==> config.mk <==
export PLATFORM = sky130hd
export DESIGN_NAME = char_writer
export DESIGN_NICKNAME = d
export VERILOG_FILES = /design/src/rtl/char_writer.sv
export SDC_FILE = /design/constraint.sdc
export NUM_CORES = 1
export LEC_CHECK = 0
export BUFFER_PORTS_ARGS = -buffer_cell sky130_fd_sc_hd__buf_2
export CAP_MARGIN = 10
export CORE_ASPECT_RATIO = 1.5
export CORE_MARGIN = 2
export CORE_UTILIZATION = 35
export CTS_CLUSTER_DIAMETER = 120
export CTS_CLUSTER_SIZE = 30
export DETAILED_ROUTE_END_ITERATION = 7
export GPL_TIMING_DRIVEN = 0
export PLACE_DENSITY = 0.58
export SETUP_SLACK_MARGIN = 0.15
export SLEW_MARGIN = 20
export SYNTH_ARGS = -nofsm -noshare
export SYNTH_HDL_FRONTEND = slang
export SYNTH_SLANG_ARGS = --single-unit
==> constraint.sdc <==
create_clock -name clk -period 3.84 [get_ports clk]
set_input_delay 0.96 -clock clk [delete_from_list [all_inputs] [get_ports clk]]
set_output_delay 0.96 -clock clk [all_outputs]
set_load 0.03 [all_outputs]
==> src/rtl/char_writer.sv <==
// Writer side of the 80x25 character buffer: consumes a byte stream, tracks a cursor,
// writes printable codes and handles CR/LF/BS/FF, blanking rows as the cursor enters them.
module char_writer #(
  parameter int unsigned COLS  = 80,
  parameter int unsigned ROWS  = 25,
  parameter logic [7:0]  BLANK = 8'h20
) (
  input  logic        clk,
  input  logic        clr,
  input  logic [7:0]  in_data,
  input  logic        in_valid,
  output logic        in_ready,
  output logic [7:0]  buf_din,
  output logic [10:0] buf_addr,
  output logic        buf_wen,
  output logic [4:0]  cursor_row,
  output logic [6:0]  cursor_col
);

  localparam int unsigned AW = 11;
  localparam int unsigned RW = 5;
  localparam int unsigned CW = 7;
  localparam logic [AW-1:0] SCREEN_LAST = AW'(COLS * ROWS - 1);
  localparam logic [AW-1:0] ROW_SPAN    = AW'(COLS - 1);

  typedef enum logic [1:0] {IDLE, WRITE, CLEAR} state_e;

  state_e        state_q;
  logic [RW-1:0] row_q;
  logic [CW-1:0] col_q;
  logic [AW-1:0] addr_q;
  logic [AW-1:0] clr_end_q;
  logic [7:0]    din_q;
  logic          wen_q;
  logic          ready_q;

  logic [RW-1:0] row_next_d;
  logic [AW-1:0] cur_addr_d;
  logic [AW-1:0] next_base_d;
  logic          printable_d;

  // Row after the cursor row (no scrolling) and the base addresses derived from it
  assign row_next_d  = (row_q == RW'(ROWS - 1)) ? '0 : row_q + RW'(1);
  assign cur_addr_d  = AW'(row_q) * AW'(COLS) + AW'(col_q);
  assign next_base_d = AW'(row_next_d) * AW'(COLS);
  assign printable_d = (in_data >= 8'h20) && (in_data <= 8'h7E);

  always_ff @(posedge clk or posedge clr) begin
    if (clr) begin
      state_q   <= IDLE;
      row_q     <= '0;
      col_q     <= '0;
      addr_q    <= '0;
      clr_end_q <= '0;
      din_q     <= 8'h00;
      wen_q     <= 1'b0;
      ready_q   <= 1'b1;
    end else begin
      case (state_q)
        IDLE: begin
          if (in_valid) begin
            if (printable_d) begin
              state_q <= WRITE;
              wen_q   <= 1'b1;
              din_q   <= in_data;
              addr_q  <= cur_addr_d;
              ready_q <= 1'b0;
            end else begin
              case (in_data)
                8'h0D: col_q <= '0;
                8'h0A: begin
                  row_q     <= row_next_d;
                  state_q   <= CLEAR;
                  wen_q     <= 1'b1;
                  din_q     <= BLANK;
                  addr_q    <= next_base_d;
                  clr_end_q <= next_base_d + ROW_SPAN;
                  ready_q   <= 1'b0;
                end
                8'h08: begin
                  if (col_q != '0) col_q <= col_q - CW'(1);
                end
                8'h0C: begin
                  row_q     <= '0;
                  col_q     <= '0;
                  state_q   <= CLEAR;
                  wen_q     <= 1'b1;
                  din_q     <= BLANK;
                  addr_q    <= '0;
                  clr_end_q <= SCREEN_LAST;
                  ready_q   <= 1'b0;
                end
                default: ;
              endcase
            end
          end
        end
        WRITE: begin
          // Autowrap keeps the write enable up and rolls straight into the new row's clear
          if (col_q == CW'(COLS - 1)) begin
            col_q     <= '0;
            row_q     <= row_next_d;
            state_q   <= CLEAR;
            din_q     <= BLANK;
            addr_q    <= next_base_d;
            clr_end_q <= next_base_d + ROW_SPAN;
          end else begin
            col_q   <= col_q + CW'(1);
            state_q <= IDLE;
            wen_q   <= 1'b0;
            ready_q <= 1'b1;
          end
        end
        CLEAR: begin
          if (addr_q == clr_end_q) begin
            state_q <= IDLE;
            wen_q   <= 1'b0;
            ready_q <= 1'b1;
          end else begin
            addr_q <= addr_q + AW'(1);
          end
        end
        default: state_q <= IDLE;
      endcase
    end
  end

  assign in_ready   = ready_q;
  assign buf_din    = din_q;
  assign buf_addr   = addr_q;
  assign buf_wen    = wen_q;
  assign cursor_row = row_q;
  assign cursor_col = col_q;

endmodule

== Word-level counts from Yosys, hierarchy flattened ==
Cells that the tools add are included.
Storage, ports and cells
  flip-flop bits (word level): 46
  output and inout port bits: 33
  input bits: 11
  logic and storage cells: 97
Cells by class
  multipliers: 2
  multiplexer cells: 46
  magnitude comparators: 2
  reductions and logical operators: 13
  equal/unequal tests: 20
  $add $sub $neg: 6
Operators with widths (count)
  $mux W11: 7
  $pmux W11 S2: 3
  $pmux W11 S3: 1
  $eq A8 B4 Y1 const B: 4
  $mux W8: 4
  $mux W7: 4
  $pmux W7 S2: 2
  $mux W5: 4
  $pmux W5 S2: 2
  $reduce_and A5 Y1: 4
  $pmux W8 S2: 1
  $mul A5 B3 Y7 const B: 2
  $ne A2 B2 Y1 const B: 6
  $add A11 B1 Y11 const B: 1
  $add A11 B7 Y11: 1
  $add A11 B7 Y11 const B: 1
  $eq A11 B11 Y1: 1
  $mux W1: 10
  $mux W2: 5
  $ge A8 B6 Y1 const B: 1
  $le A8 B7 Y1 const B: 1
  $add A7 B1 Y7 const B: 1
  $eq A7 B7 Y1 const B: 1
  $reduce_bool A7 Y1: 1
  18 further kinds: 21

== Depth between registers and ports, before layout ==
  depth after elaboration: 8
  gate-level depth with buffers: 13
  gate-level depth less buffers: 13

== Worst setup path after synthesis ==
Ideal clock, no wire load.
  path type: register to register
  start: reg row_q[1], in the netlist cursor_row[1]
  end: reg addr_q[8], in the netlist buf_addr[8]
  setup time: 0.121 ns
  arrival: 2.854 ns
  buffers on the path: 0
  period minus slack after synthesis: 2.975 ns
  slack: 0.865 ns
  stages on the path, launching flop included: 11
  required time: 3.719 ns
  cell sequence: dfrtp_1 -> inv_1 -> ha_1 -> o21ai_0 -> a211oi_1 -> inv_1 -> ha_1 -> fa_1 -> a221o_1 -> a31o_1 -> a22o_1
Between the ends
  longest elaborated chain between the ends: 7
  elaborated cells on any way between the ends: 11
  those cells by class: add/sub (2); mul (2); eq/ne (1); mux (6)
Ends and longest elaborated chain
  start: declaration: line 29  | logic [RW-1:0] row_q;
  start signal: assignment: line 72  | row_q <= row_next_d;
  start signal: assignment: line 102  | row_q <= row_next_d;
  $add A5 B1 Y5 / $eq A5 B5 Y1 (equally long branches): line 43  | assign row_next_d = (row_q == RW'(ROWS - 1)) ? '0 : row_q + RW'(1);
  $mux W5: line 43
  $mul A5 B3 Y7: line 45  | assign next_base_d = AW'(row_next_d) * AW'(COLS);
  $pmux W11 S2: line 69  | case (in_data)
  $mux W11: line 62  | if (printable_d) begin
  $mux W11: line 61  | if (in_valid) begin
  $pmux W11 S3 (*): line 59  | case (state_q)
  end signal: assignment: line 66  | addr_q <= cur_addr_d;
  end signal: assignment: line 76  | addr_q <= next_base_d;
  end signal: assignment: line 105  | addr_q <= next_base_d;
  end: declaration: line 31  | logic [AW-1:0] addr_q;
Mark *: on every way between the ends. The rest lies on a longest branch, timed or not. The select of a mux whose other input is x is not followed.
A chain may end at the register's enable or synchronous reset.

== Worst setup path after layout ==
  start: reg row_q[1], in the netlist cursor_row[1]
  end: reg addr_q[9], in the netlist buf_addr[9]
Same word-level chain as after synthesis.

==> impl_metrics.toml <==
[outcome]
status = "complete, no violations"

[die]
num_rows = 42
die_x_um = 82.31
die_h_um = 121.5
start_util_pct = 36.25
fp.dieArea_um2 = 9997
boundaryPins = 44
fp.coreArea_um2 = 8881

[clock_tree]
post-cts-setup-buffer-count = 0
cts_buffers = 5
ctsHoldBuffers = 0
clk_pin_slew_worst_paths_ns = 0.07
clock_path_buffers = 2
worstSkewPairLatency_ns = 0.29
cts_tree = "built"
cts-root-buf = "clkbuf_16"
cts.sinks = 41
h-tree-depth = 2

[yosys]
synth_top_cell_area_share_pct = 31.09
synth-seq-area-share_pct = 31.91
synth.avg_cell_area_um2 = 8.585
ys_async_sr_fraction_pct = 100.0
synth-edff-count = 0
yosys_warnings = 0
yosysTopAreaCell = "dfrtp_1"
synthCells = 375
ys.flop_type = "dfrtp_1"
synth_cell_types = 63
netlist_area_um2 = 3219
synth_seq_cells = 41
ys_top_cells_by_area = "dfrtp_1 (31%), ha_1 (10%), nand2_1 (5.2%)"
synth_nets = 415

[timing]
relSlewSlack_pct = 53.38
maxSlewViolCount = 0
worst-slew-pin-transition_ns = 0.6961
fin_crit_ns = 3.446
max_freq_mhz = 290.2
setup_viol = 0
hold_violations = 0
rsz0062_at_grt = "false"
fin_skew_ns = 0.008940
fin_crit_sh_pct = 89.74
final.setup.tns_ns = 0

[placement]
hpwl_mm = 7.117
gp_congestion = 0.8685
portBuffers = 43

[drt]
routed_wl_mm = 9.237
vias_per_cell = 5.682
vias = 3051
drc = 0
dr.pass1.iters = 4
drt_iter0_drc = 130
ant_nets = 0
wl_per_cell_um = 17.20

[setup_path]
r2r.worst_path.cells = 13
crit_arrival_ns = 3.63
startpoint_type = "flop"
r2r-start = "cursor_row[1]"
timing.rr.end = "buf_addr[9]"
cp_max_fo = 7
crit_path_end_kind = "flop"
rrSetupSlack_ns = 0.39
critical_path_class = "reg2reg"
cp.required_ns = 4.02

[finish]
area_growth_pct = 16.17
final_cell_mix = "nand2_1 (45), buf_2 (43), dfrtp_1 (40)"
antennaDiodeCount = 0
nFillCells = 877
finalNetCount = 466
drive_above_1_share_pct = 16.16
multi_input_area_um2 = 2021
register_area_um2 = 1027
final_common_cell = "nand2_1"

[grt]
grt_usage_pct = 19.12
grt_max_degree = 26
grt_pass1_wl_mm = 14.63
overflow = 0
grt_pass1_vias = 3009
antenna_found_initial = 0

[min_path]
whs_endpoint = "buf_din[1]"
min_delay_path_depth = 2
hold_class = "reg2reg"
min-delay-start = "buf_din[1]"

[flow_run]
drv_cap = 0
## worst max-delay path, stage by stage (launching register included)
cell,delay (ns)
dfrtp_1,0.50
inv_1,0.17
ha_1,0.21
nand2_1,0.06
o211ai_1,0.15
o21ai_0,0.22
ha_1,0.34
ha_1,0.23
fa_1,0.38
xor2_1,0.23
a21boi_0,0.37
o31a_1,0.19
o21ai_0,0.07
a22o_1,0.21
## cells in the mapped netlist, types with 3 or more instances
master,n
a22oi_1,3
a21oi_1,14
a31oi_1,9
a21o_1,5
o22ai_1,4
nor2b_1,4
nand2b_1,4
ha_1,26
nor3_1,9
nor2_1,29
a221o_1,4
nand4_1,4
a211o_1,4
inv_1,24
o21ai_0,21
a22o_1,3
clkbuf_1,16
a221oi_1,6
xnor2_1,5
fa_1,3
nand2_1,45
o31ai_1,8
xor2_1,14
nand3_1,18
dfrtp_1,40
a211oi_1,3
## worst max path at each step
| stage | slack (ns) | to | start | depth (start not counted) |
|---|---|---|---|---|
| after global routing | 0.20 | buf_addr[9] | cursor_row[1] | 13 |
| after floorplan | 0.87 | buf_addr[8] | cursor_row[1] | 10 |
| final | 0.39 | buf_addr[9] | cursor_row[1] | 13 |
| after global placement | 0.37 | buf_addr[10] | cursor_row[1] | 13 |
| after detailed placement | 0.39 | buf_addr[10] | cursor_row[1] | 13 |
| after CTS | 0.34 | buf_addr[10] | cursor_row[1] | 13 |
## final cells by class
type / instances / share of cell area [%]
multi-input cells: 291 / 54.03
flip-flops and latches: 41 / 27.47
repair buffers: 44 / 6.290
well taps: 110 / 3.680
clock buffers: 5 / 3.346
inverters: 24 / 2.409
plain buffers: 19 / 2.308
clock inverters: 3 / 0.4684
## state kept, by name, indices dropped and copies added, names as in the netlist
signal / flops
buf_addr: 11
buf_din: 8
buf_wen: 1
clr_end_q: 6
cursor_col: 7
cursor_row: 5
in_ready: 1
state_q: 2
## through the flow
step	instances	utilization (%)	hold WS, ns	cell area, um^2	worst slack, ns
5_1_grt	537	42.11	0.5102	3740	0.1974
4_1_cts	537	42.05	0.4827	3735	0.3431
3_3_place_gp	528	40.22	0.4560	3572	0.3695
2_1_floorplan	375	-	0.4583	3219	0.8652
3_5_place_dp	529	40.45	0.4696	3592	0.3872
6_report	537	42.11	0.4742	3740	0.3939
## metal layers
| layer | track usage [%] | vias up | share of wire (%) |
|---|---|---|---|
| li1 | - | 1465 | - |
| met1 | 21.25 | 1476 | 39 |
| met2 | 34.53 | 88 | 53 |
| met3 | 2.679 | 22 | 3.7 |
| met4 | 8.958 | 0 | 4.1 |
| met5 | 0 | - | 0 |
## logic make-up (layout without fill, tap and decap cells)
group / Yosys count / in the layout / share of synthesized area [%]
AOI/OAI and AO/OA: 104 / 104 / 22.85
and+or+nand+nor: 135 / 135 / 20.79
DFF: 41 / 41 / 31.91
muxes: 3 / 3 / 1.127
xor gates and xnor gates: 20 / 20 / 5.869
adders and majority gates: 29 / 29 / 11.97
buffers and inverters: 43 / 95 / 5.480
## repair_timing
item,in CTS,in global routing
gates resized for setup,0,1
endpoints found under the hold margin,0,0
setup endpoints to repair,0,1
Power is left out: the tool's default activity adds up to more than one toggle a clock period on the data nets, which glitch-free logic cannot reach.
